[src/rtl/mem_arbiter_pkg.sv]
// Shared definitions for the memory arbiter: state encoding, block geometry
// and the word-address helper used by the fill sequencer.
package mem_arbiter_pkg;

    typedef enum logic [1:0] {
        ST_IDLE   = 2'd0,
        ST_D_FILL = 2'd1,
        ST_I_FILL = 2'd2,
        ST_STORE  = 2'd3
    } arb_state_e;

    // Address/data width of the shared memory and both caches.
    localparam int ADDR_W = 16;

    // 16-bit words per cache block; the counters need one extra bit so they
    // can express "all words done".
    localparam int BLOCK_WORDS = 8;
    localparam int CNT_W       = $clog2(BLOCK_WORDS) + 1;

    // Clears the in-block byte offset (8 words x 2 bytes).
    localparam logic [ADDR_W-1:0] BLOCK_MASK = 16'hFFF0;

    // Byte address of word idx inside the block starting at base.
    function automatic logic [ADDR_W-1:0] word_addr(input logic [ADDR_W-1:0] base,
                                                    input logic [CNT_W-2:0]  idx);
        return base | {{(ADDR_W-CNT_W){1'b0}}, idx, 1'b0};
    endfunction

endpackage

[src/rtl/mem_arbiter_if.sv]
// Bus between the arbiter and the shared data memory. The arbiter is the
// master (drives requests); the memory is the slave (returns read data).
interface mem_arbiter_if #(parameter int ADDR_W = 16);

    logic              mem_enable;
    logic              mem_wr;
    logic [ADDR_W-1:0] mem_addr;
    logic [ADDR_W-1:0] mem_wdata;
    logic [ADDR_W-1:0] mem_rdata;
    logic              mem_data_valid;

    modport master (
        output mem_enable, mem_wr, mem_addr, mem_wdata,
        input  mem_rdata, mem_data_valid
    );

    modport slave (
        input  mem_enable, mem_wr, mem_addr, mem_wdata,
        output mem_rdata, mem_data_valid
    );

endinterface

[src/rtl/mem_fill_seq.sv]
// Block-fill sequencer: one counter paces the word reads sent to memory,
// a second counts returning words. Both sit at zero whenever no fill is
// active, so every fill starts at word 0 without an explicit start pulse.
module mem_fill_seq
    import mem_arbiter_pkg::*;
(
    input  logic                   clk,
    input  logic                   rst,
    input  logic                   i_active,
    input  logic                   i_valid,
    input  logic [ADDR_W-1:0]      i_base,
    output logic                   o_issue,
    output logic [ADDR_W-1:0]      o_issue_addr,
    output logic [ADDR_W-1:0]      o_rx_addr,
    output logic [BLOCK_WORDS-1:0] o_word_en,
    output logic                   o_last
);

    logic [CNT_W-1:0] r_issue_cnt;
    logic [CNT_W-1:0] r_rx_cnt;
    logic             w_rx_room;

    assign o_issue   = (r_issue_cnt < CNT_W'(BLOCK_WORDS));
    assign w_rx_room = (r_rx_cnt < CNT_W'(BLOCK_WORDS));
    assign o_last    = (r_rx_cnt == CNT_W'(BLOCK_WORDS - 1));

    assign o_issue_addr = word_addr(i_base, r_issue_cnt[CNT_W-2:0]);
    assign o_rx_addr    = word_addr(i_base, r_rx_cnt[CNT_W-2:0]);

    // One-hot enable selecting the word slot currently being received.
    genvar gi;
    generate
        for (gi = 0; gi < BLOCK_WORDS; gi++) begin : g_word_en
            assign o_word_en[gi] = (r_rx_cnt == CNT_W'(gi));
        end
    endgenerate

    // Advance issue count once per cycle and receive count once per valid word.
    always_ff @(posedge clk or negedge rst) begin
        if (!rst) begin
            r_issue_cnt <= '0;
            r_rx_cnt    <= '0;
        end else if (!i_active) begin
            r_issue_cnt <= '0;
            r_rx_cnt    <= '0;
        end else begin
            if (o_issue)
                r_issue_cnt <= r_issue_cnt + CNT_W'(1);
            if (i_valid && w_rx_room)
                r_rx_cnt <= r_rx_cnt + CNT_W'(1);
        end
    end

endmodule

[src/rtl/mem_arbiter.sv]
// Shared data-memory arbiter for the I-cache and D-cache. Grants one
// transaction at a time (D miss > D store > I miss), runs 8-word block
// fills through mem_fill_seq, performs single-cycle write-through stores,
// and raises the IF/MEM stalls while a request is outstanding.
module mem_arbiter
    import mem_arbiter_pkg::*;
(
    input  logic                   clk,
    input  logic                   rst,
    input  logic                   i_miss,
    input  logic [ADDR_W-1:0]      i_miss_addr,
    input  logic                   d_miss,
    input  logic [ADDR_W-1:0]      d_miss_addr,
    input  logic                   d_store,
    input  logic [ADDR_W-1:0]      d_store_addr,
    input  logic [ADDR_W-1:0]      d_store_data,
    mem_arbiter_if.master          mem,
    output logic [ADDR_W-1:0]      fill_addr,
    output logic [ADDR_W-1:0]      fill_data,
    output logic [BLOCK_WORDS-1:0] fill_word_en,
    output logic                   i_fill_we,
    output logic                   d_fill_we,
    output logic                   i_tag_we,
    output logic                   d_tag_we,
    output logic                   i_stall,
    output logic                   d_stall,
    output logic                   busy
);

    arb_state_e r_state;
    arb_state_e w_state_next;

    // Block base for fills, or the store address; store data alongside.
    logic [ADDR_W-1:0] r_addr;
    logic [ADDR_W-1:0] r_wdata;

    logic                   w_in_fill;
    logic                   w_issue;
    logic [ADDR_W-1:0]      w_issue_addr;
    logic [ADDR_W-1:0]      w_rx_addr;
    logic [BLOCK_WORDS-1:0] w_word_en;
    logic                   w_last;

    assign w_in_fill = (r_state == ST_D_FILL) || (r_state == ST_I_FILL);

    mem_fill_seq u_fill_seq (
        .clk          (clk),
        .rst          (rst),
        .i_active     (w_in_fill),
        .i_valid      (mem.mem_data_valid),
        .i_base       (r_addr),
        .o_issue      (w_issue),
        .o_issue_addr (w_issue_addr),
        .o_rx_addr    (w_rx_addr),
        .o_word_en    (w_word_en),
        .o_last       (w_last)
    );

    // State register; reset abandons any fill in progress.
    always_ff @(posedge clk or negedge rst) begin
        if (!rst)
            r_state <= ST_IDLE;
        else
            r_state <= w_state_next;
    end

    // Capture the granted request; inputs are only looked at while idle.
    always_ff @(posedge clk or negedge rst) begin
        if (!rst) begin
            r_addr  <= '0;
            r_wdata <= '0;
        end else if (r_state == ST_IDLE) begin
            if (d_miss) begin
                r_addr <= d_miss_addr & BLOCK_MASK;
            end else if (d_store) begin
                r_addr  <= d_store_addr;
                r_wdata <= d_store_data;
            end else if (i_miss) begin
                r_addr <= i_miss_addr & BLOCK_MASK;
            end
        end
    end

    // Arbitration, fill/store sequencing and stall generation.
    always_comb begin
        w_state_next   = r_state;
        mem.mem_enable = 1'b0;
        mem.mem_wr     = 1'b0;
        mem.mem_addr   = '0;
        mem.mem_wdata  = '0;
        fill_addr      = '0;
        fill_data      = '0;
        fill_word_en   = '0;
        i_fill_we      = 1'b0;
        d_fill_we      = 1'b0;
        i_tag_we       = 1'b0;
        d_tag_we       = 1'b0;

        case (r_state)
            ST_IDLE: begin
                if (d_miss)
                    w_state_next = ST_D_FILL;
                else if (d_store)
                    w_state_next = ST_STORE;
                else if (i_miss)
                    w_state_next = ST_I_FILL;
            end
            ST_D_FILL, ST_I_FILL: begin
                mem.mem_enable = w_issue;
                if (w_issue)
                    mem.mem_addr = w_issue_addr;
                // Progress is driven purely by returning words, so memory
                // latency never enters the FSM.
                if (mem.mem_data_valid) begin
                    fill_data    = mem.mem_rdata;
                    fill_addr    = w_rx_addr;
                    fill_word_en = w_word_en;
                    if (r_state == ST_D_FILL) begin
                        d_fill_we = 1'b1;
                        d_tag_we  = w_last;
                    end else begin
                        i_fill_we = 1'b1;
                        i_tag_we  = w_last;
                    end
                    if (w_last)
                        w_state_next = ST_IDLE;
                end
            end
            ST_STORE: begin
                mem.mem_enable = 1'b1;
                mem.mem_wr     = 1'b1;
                mem.mem_addr   = r_addr;
                mem.mem_wdata  = r_wdata;
                w_state_next   = ST_IDLE;
            end
            default: w_state_next = ST_IDLE;
        endcase

        // A miss stalls until the cache sees a hit (the cycle after the tag
        // write); a store is finished in its STORE cycle.
        i_stall = i_miss | (r_state == ST_I_FILL);
        d_stall = d_miss | (d_store & (r_state != ST_STORE)) | (r_state == ST_D_FILL);
        busy    = (r_state != ST_IDLE);
    end

endmodule

[src/flat_wrapper.sv]
// flat-port wrapper written by rule: the top's interface ports become plain ports
module mem_arbiter_flat import mem_arbiter_pkg::*;
  (clk, rst, i_miss, i_miss_addr, d_miss, d_miss_addr, d_store, d_store_addr, d_store_data, fill_addr, fill_data, fill_word_en, i_fill_we, d_fill_we, i_tag_we, d_tag_we, i_stall, d_stall, busy, mem_mem_enable, mem_mem_wr, mem_mem_addr, mem_mem_wdata, mem_mem_rdata, mem_mem_data_valid);
  mem_arbiter_if mem_i ();
  input  logic clk;
  input  logic rst;
  input  logic i_miss;
  input  logic [ADDR_W-1:0] i_miss_addr;
  input  logic d_miss;
  input  logic [ADDR_W-1:0] d_miss_addr;
  input  logic d_store;
  input  logic [ADDR_W-1:0] d_store_addr;
  input  logic [ADDR_W-1:0] d_store_data;
  output logic [ADDR_W-1:0] fill_addr;
  output logic [ADDR_W-1:0] fill_data;
  output logic [BLOCK_WORDS-1:0] fill_word_en;
  output logic i_fill_we;
  output logic d_fill_we;
  output logic i_tag_we;
  output logic d_tag_we;
  output logic i_stall;
  output logic d_stall;
  output logic busy;
  output wire logic [$bits(mem_i.mem_enable)-1:0] mem_mem_enable;
  output wire logic [$bits(mem_i.mem_wr)-1:0] mem_mem_wr;
  output wire logic [$bits(mem_i.mem_addr)-1:0] mem_mem_addr;
  output wire logic [$bits(mem_i.mem_wdata)-1:0] mem_mem_wdata;
  input wire logic [$bits(mem_i.mem_rdata)-1:0] mem_mem_rdata;
  input wire logic [$bits(mem_i.mem_data_valid)-1:0] mem_mem_data_valid;
  assign mem_mem_enable = mem_i.mem_enable;
  assign mem_mem_wr = mem_i.mem_wr;
  assign mem_mem_addr = mem_i.mem_addr;
  assign mem_mem_wdata = mem_i.mem_wdata;
  assign mem_i.mem_rdata = mem_mem_rdata;
  assign mem_i.mem_data_valid = mem_mem_data_valid;
  mem_arbiter u_core (.clk(clk), .rst(rst), .i_miss(i_miss), .i_miss_addr(i_miss_addr), .d_miss(d_miss), .d_miss_addr(d_miss_addr), .d_store(d_store), .d_store_addr(d_store_addr), .d_store_data(d_store_data), .mem(mem_i), .fill_addr(fill_addr), .fill_data(fill_data), .fill_word_en(fill_word_en), .i_fill_we(i_fill_we), .d_fill_we(d_fill_we), .i_tag_we(i_tag_we), .d_tag_we(d_tag_we), .i_stall(i_stall), .d_stall(d_stall), .busy(busy));
endmodule
[config.mk]
export PLATFORM = sky130hd
export DESIGN_NAME = mem_arbiter_flat
export DESIGN_NICKNAME = d
export VERILOG_FILES = /design/src/rtl/mem_arbiter_pkg.sv /design/src/rtl/mem_arbiter_if.sv /design/src/rtl/mem_fill_seq.sv /design/src/rtl/mem_arbiter.sv /design/src/flat_wrapper.sv
export SDC_FILE = /design/constraint.sdc
export NUM_CORES = 1
export LEC_CHECK = 0
export ABC_AREA = 1
export ABC_CLOCK_PERIOD_IN_PS = 3520
export CAP_MARGIN = 20
export CELL_PAD_IN_SITES_DETAIL_PLACEMENT = 1
export CELL_PAD_IN_SITES_GLOBAL_PLACEMENT = 1
export CORE_UTILIZATION = 26
export DETAILED_ROUTE_END_ITERATION = 8
export PLACE_DENSITY_LB_ADDON = 0.1
export SLEW_MARGIN = 20
export SYNTH_ARGS = -nofsm -noshare
export SYNTH_HDL_FRONTEND = slang
export SYNTH_SLANG_ARGS = --single-unit
[constraint.sdc]
create_clock -name clk -period 3.52 [get_ports clk]
set_clock_uncertainty 0.15 [all_clocks]
set_input_delay 0.528 -clock clk [delete_from_list [all_inputs] [get_ports clk]]
set_output_delay 0.528 -clock clk [all_outputs]
set_load 0.02 [all_outputs]
==> impl_metrics.yaml, run 1 <==
floorplan:
  rows: 36
  dieArea_um2: 10800
  die_x_um: 104
  num_io_pins: 167
  fp.dieH_um: 104
  initial_core_util_pct: 27.3
  core_um2: 9910
clock_tree:
  clockBufferDepth: 2
  clk_latency_ps: 300
  cts_made_buffers: 5
  post-cts-setup-buffers: 0
  clkSlewWorstSetupHoldPaths_ps: 90
  cts_htree_levels: 2
  cts.hold.buffers_added: 0
  root_buffer: "clkbuf_8"
  cts_tree: "built"
  clock-sinks: 42
pwr:
  ir_drop_mv: 0.243
  power_density_nw_per_um2: 667
  p_leak_nw: 2.21
route:
  drc: 0
  vias: 3041
  antenna_left: 0
  finalWirelength_um: 9560
  drtPass1Iterations: 4
  wl_met1_um: 4240
  wl_met2_um: 4770
  drtIter0Drc: 99
  met3_length_um: 482
  wl_per_cell_um: 13.8
  dr.max_layer_used: "met4"
  via_per_inst: 4.39
worst_setup_path:
  arrival_ps: 2620
  critPathCaptureType: "primary output"
  crit_required_ps: 2840
  critPathKind: "flop to primary output"
  start_kind: "flop"
  path_max_fanout: 15
synth:
  synth-xor-area-share_pct: 0
  synth-seq-cells: 42
  yosysSeqAreaShare_pct: 38.9
  synth_top_family_by_area: "simple AND/OR/NAND/NOR gates"
  ys_warn_count: 0
  synthesis.area_um2: 2710
  synth_mux_area_share_pct: 0
  synth-simple-area-share_pct: 38.1
  synth_compound_area_share_pct: 4.44
  avgSynthCellArea_um2: 6.61
  synth_cell_types: 23
  syn_inst: 409
  synth_nets: 506
  synthAdderAreaFrac_pct: 5.09
placed_design:
  port_buffers: 158
  gp_congestion: 0.733
  place_hpwl_um: 7530
cells_and_area:
  drive_gt1_share_pct: 4.64
  nFillCells: 1264
  n_antenna_cell: 0
  multiInputGateArea_um2: 1290
  syn_to_final_growth_pct: 65.6
  final_core_util_pct: 45.2
  final_nets: 656
  seq_area_um2: 1050
timing:
  setup_viol: 0
  finalCriticalPeriod_ps: 3300
  rsz0062_at_grt: "false"
  max_slew_margin_pct: 62.0
  tns_ps: 0
  fmax_mhz: 303
  tightest_slew_ps: 569
  post-route-period-util_pct: 93.7
  slew_violations: 0
  hold_viol: 0
global_routing:
  grt_pass1_vias: 3113
  grtUsageTotal_pct: 18.3
  grt_max_degree: 43
  grt_overflow: 0
  antenna_found_initial: 0
  grt_pass1_wl_um: 15900
hold_path:
  hold_class: "input port to asynchronous set/reset pin"
run:
  drv_cap: 0
run_status:
  status: "complete, no violations"
[cells in the final DEF (no fill, tap or decap), types with 3 or more instances in the layout]
cell type and instances:
clkdlybuf4s50_1 157, nand2_2 3, clkbuf_8 5, nor2_1 53
nor2_4 3, dfrtp_1 42, nand2_1 137, inv_1 64
o21ai_0 9, buf_4 5, ha_1 10, a21oi_1 10
nor3_1 10, nand3_1 38, inv_2 3
[cell usage after synthesis]
master    instances  share of area, %
nand2_1         138                19
inv_1            64               8.9
nor2_1           53               7.4
dfrtp_1          42                39
nand3_1          38               7.0
ha_1             11               5.1
a21oi_1          10               1.9
nor3_1           10               1.9
o21ai_0           9               1.7
buf_2             8               1.5
clkbuf_1          5              0.69
buf_4             4               1.1
inv_2             3              0.42
nor2_4            3               1.2
buf_6             2              0.83
nand2_2           2              0.46
a22o_1            1              0.32
and3_1            1              0.23
buf_1             1              0.14
nand4_1           1              0.23
nor3b_1           1              0.28
o21ai_4           1              0.60
or2_2             1              0.23
[cell type report]
class                   count  area share, %
clock buffers               5           1.54
repair buffers            163           36.4
flip-flops and latches     42           23.5
well taps                 133           3.71
clock inverters             3          0.475
multi-input cells         280           28.8
inverters                  67           5.61
[worst max-delay path, stage by stage (launching register included)]
cell and delay (ps):
dfrtp_1 460, inv_1 100, ha_2 440, inv_2 110, nor2_4 220, o21ai_4 180, a21oi_1 180, clkdlybuf4s50_1 650
[layer usage]
metal  vias up  track usage [%]
met5         -                0
li1       1522                -
met1      1426             23.1
met2        88             32.2
met4         0             4.29
met3         5             3.26
[kinds of logic (layout without fill, tap and decap cells)]
logic type,Yosys count,in the layout
flops,42,42
compound gates,21,21
buf+inv,87,238
fa+ha+maj,11,11
simple gates,248,248
[final timing paths]
path	to	cells past startpoint	startpoint	slack (ps)
min reg2reg	u_core.r_wdata[0]$_DFFE_PN0P_	2	u_core.r_wdata[0]$_DFFE_PN0P_	330
max reg2reg	u_core.r_addr[3]$_DFFE_PN0P_	6	u_core.r_state[0]$_DFFE_PN0P_	1370
max	mem_mem_addr[3]	7	u_core.r_state[0]$_DFFE_PN0P_	220
max in group asynchronous	u_core.u_fill_seq.r_issue_cnt[0]$_DFFE_PN0P_	1	rst	2760
min in group clk	u_core.r_wdata[0]$_DFFE_PN0P_	2	u_core.r_wdata[0]$_DFFE_PN0P_	330
min	u_core.r_wdata[2]$_DFFE_PN0P_	1	rst	70
[registers in the layout, indices dropped and copies added (netlist names)]
signal	count
u_core.r_addr	16
u_core.r_wdata	16
u_core.u_fill_seq.r_issue_cnt	4
u_core.u_fill_seq.r_rx_cnt	4
u_core.r_state	2
[stage by stage]
stage               area [um2]  hold WS [ps]  total power, mW  setup slack [ps]  std cells
floorplan                 2710          82.4             1.88              1190        409
global placement          4380           304             2.64               434        685
detailed placement        4380           310             2.69               390        685
CTS                       4470           281             3.02               104        693
global route              4480           112             3.24              71.5        693
finish                    4480          74.1             2.99               223        693
[power breakdown]
group / total (mW) / switching (mW) / internal, mW
sequential: 0.810 / 0.126 / 0.684
clock: 0.318 / 0.178 / 0.140
combinational: 1.86 / 1.12 / 0.737
[repair_timing]
item                                    in CTS  in global routing
endpoints found under the hold margin        0                  0
endpoints found under the setup margin       0                  5
resized for setup                            0                  2
(Power assumes the default switching activity.)
==> run 2: changes to the inputs <==
--- a/config.mk
+++ b/config.mk
@@ -12,6 +12,7 @@
 export CELL_PAD_IN_SITES_GLOBAL_PLACEMENT = 1
 export CORE_UTILIZATION = 26
 export DETAILED_ROUTE_END_ITERATION = 8
+export MAX_ROUTING_LAYER = met4
 export PLACE_DENSITY_LB_ADDON = 0.1
 export SLEW_MARGIN = 20
 export SYNTH_ARGS = -nofsm -noshare
==> run 2 against run 1 <==
  * Setup slack gained 3.2 ps
  * Clock power is essentially flat
  * Sequential cell count is the same
  * Non-clock buffer count is the same
==> impl_metrics.yaml, run 2 (synthesis gave the netlist of run 1 again) <==
clock_tree:
  cts.hold.buffers_added: 0
  root_buffer: "clkbuf_8"
  cts_htree_levels: 2
  cts_tree: "built"
  clock-sinks: 42
  cts_made_buffers: 5
  clockBufferDepth: 2
  ctsResizeCount: 0
  post-cts-setup-buffers: 0
  clkSlewWorstSetupHoldPaths_ps: 90
  clk_latency_ps: 300
worst_setup_path:
  critPathKind: "flop to primary output"
  path_max_fanout: 15
  crit_required_ps: 2840
  start_kind: "flop"
  arrival_ps: 2620
  crit_chain: "inv_1 > ha_2 > inv_2 > nor2_4 > o21ai_4 > a21oi_1 > clkdlybuf4s50_1"
  slowest_delay_ps: 650
  critPathBufInv: 3
  critPathCaptureType: "primary output"
  critical-path-top-delay-family: "buffers and inverters"
  cp_slowest_cell: "clkdlybuf4s50_1"
route:
  antenna_left: 0
  drtIter0Drc: 87
  via_per_inst: 4.39
  wl_per_cell_um: 13.8
  finalWirelength_um: 9550
  drtPass1Iterations: 4
  vias: 3040
  drc: 0
placed_design:
  place_hpwl_um: 7530
  port_buffers: 158
  gp_congestion: 0.742
global_routing:
  grt_overflow: 0
  grtUsageTotal_pct: 18.8
  grt_pass1_wl_um: 15900
  antenna_found_initial: 0
  grt_max_degree: 43
  grt_pass1_vias: 3114
floorplan:
  num_io_pins: 167
  core_um2: 9910
  initial_core_util_pct: 27.3
  rows: 36
  die_x_um: 104
  fp.dieH_um: 104
  dieArea_um2: 10800
timing:
  max_slew_margin_pct: 62.0
  rsz0062_at_grt: "false"
  fmax_mhz: 304
  tightest_slew_ps: 570
  finalCriticalPeriod_ps: 3290
  slew_violations: 0
  setup_viol: 0
  hold_viol: 0
  tns_ps: 0
  post-route-period-util_pct: 93.6
pwr:
  clkPwrFrac_pct: 10.6
  p_seq_share_pct: 27.1
  internal_power_mw: 1.56
  p_leak_nw: 2.21
  p_total_mw: 2.99
  p_switching_mw: 1.43
  p_sw_share_pct: 47.7
  combPwrFrac_pct: 62.2
  ir_drop_mv: 0.244
  power_density_nw_per_um2: 666
cells_and_area:
  syn_to_final_growth_pct: 65.6
  layout_common_cells: "157 x clkdlybuf4s50_1, 137 x nand2_1, 64 x inv_1"
  final_nets: 656
  n_antenna_cell: 0
  drive_gt1_share_pct: 4.64
  final_common_cell: "clkdlybuf4s50_1"
  top_regs: "u_core.r_addr: 16 flops, u_core.r_wdata: 16 flops"
run_status:
  status: "complete, no violations"
run:
  drv_cap: 0
hold_path:
  hold_class: "input port to asynchronous set/reset pin"
run 2: cell counts in the layout (fill, tap and decap cells not counted):
No cell type changed its count.
run 2: cell type report:
| type | instances | area [um2] |
|---|---|---|
| Sequential cell | 42 | 1050 |
| Clock inverter | 3 | 21.3 |
| Fill cell | 1264 | 5430 |
| Clock buffer | 5 | 68.8 |
| Multi-Input combinational cell | 280 | 1290 |
| Inverter | 67 | 251 |
| Tap cell | 133 | 166 |
| Timing Repair Buffer | 163 | 1630 |
run 2: worst register-to-register path: stages, from the launching register on:
cell and delay [ps]:
dfrtp_1 450, inv_1 120, ha_2 320, buf_4 300
nand2_2 250, inv_2 310, o21ai_0 120
run 2: power groups by stage:
stage	Sequential [mW]	Combinational, mW	Clock (mW)
floorplan	0.784	1.10	0
global placement	0.807	1.83	0
detailed placement	0.818	1.87	0
CTS	0.809	1.88	0.331
global route	0.837	2.05	0.352
finish	0.810	1.86	0.317
run 2: layer usage:
layer / global-route usage (%) / vias up / part of all wire [%]
li1: - / 1521 / -
met1: 23.7 / 1422 / 45
met2: 32.1 / 92 / 50
met3: 2.44 / 5 / 4.3
met4: 4.29 / 0 / 0.74
met5: - / - / 0
run 2: metrics by stage:
stage	hold slack, ps	util [%]	area, um2	setup slack (ps)	instances
after floorplan	82.4	-	2710	1190	409
after global placement	304	44.2	4380	434	685
after detailed placement	310	44.2	4380	390	685
after CTS	281	45.1	4470	104	693
after global routing	112	45.2	4480	71.5	693
final	75.9	45.2	4480	227	693
run 2: path summary, 6_finish.rpt:
path / cells past startpoint / endpoint / start / slack [ps]
min reg2reg: 2 / u_core.r_wdata[0]$_DFFE_PN0P_ / u_core.r_wdata[0]$_DFFE_PN0P_ / 330
max reg2reg: 6 / u_core.r_addr[2]$_DFFE_PN0P_ / u_core.r_state[0]$_DFFE_PN0P_ / 1370
max in group asynchronous: 1 / u_core.u_fill_seq.r_issue_cnt[0]$_DFFE_PN0P_ / rst / 2760
min: 1 / u_core.r_wdata[2]$_DFFE_PN0P_ / rst / 80
min in group clk: 2 / u_core.r_wdata[0]$_DFFE_PN0P_ / u_core.r_wdata[0]$_DFFE_PN0P_ / 330
max: 7 / mem_mem_addr[3] / u_core.r_state[0]$_DFFE_PN0P_ / 230
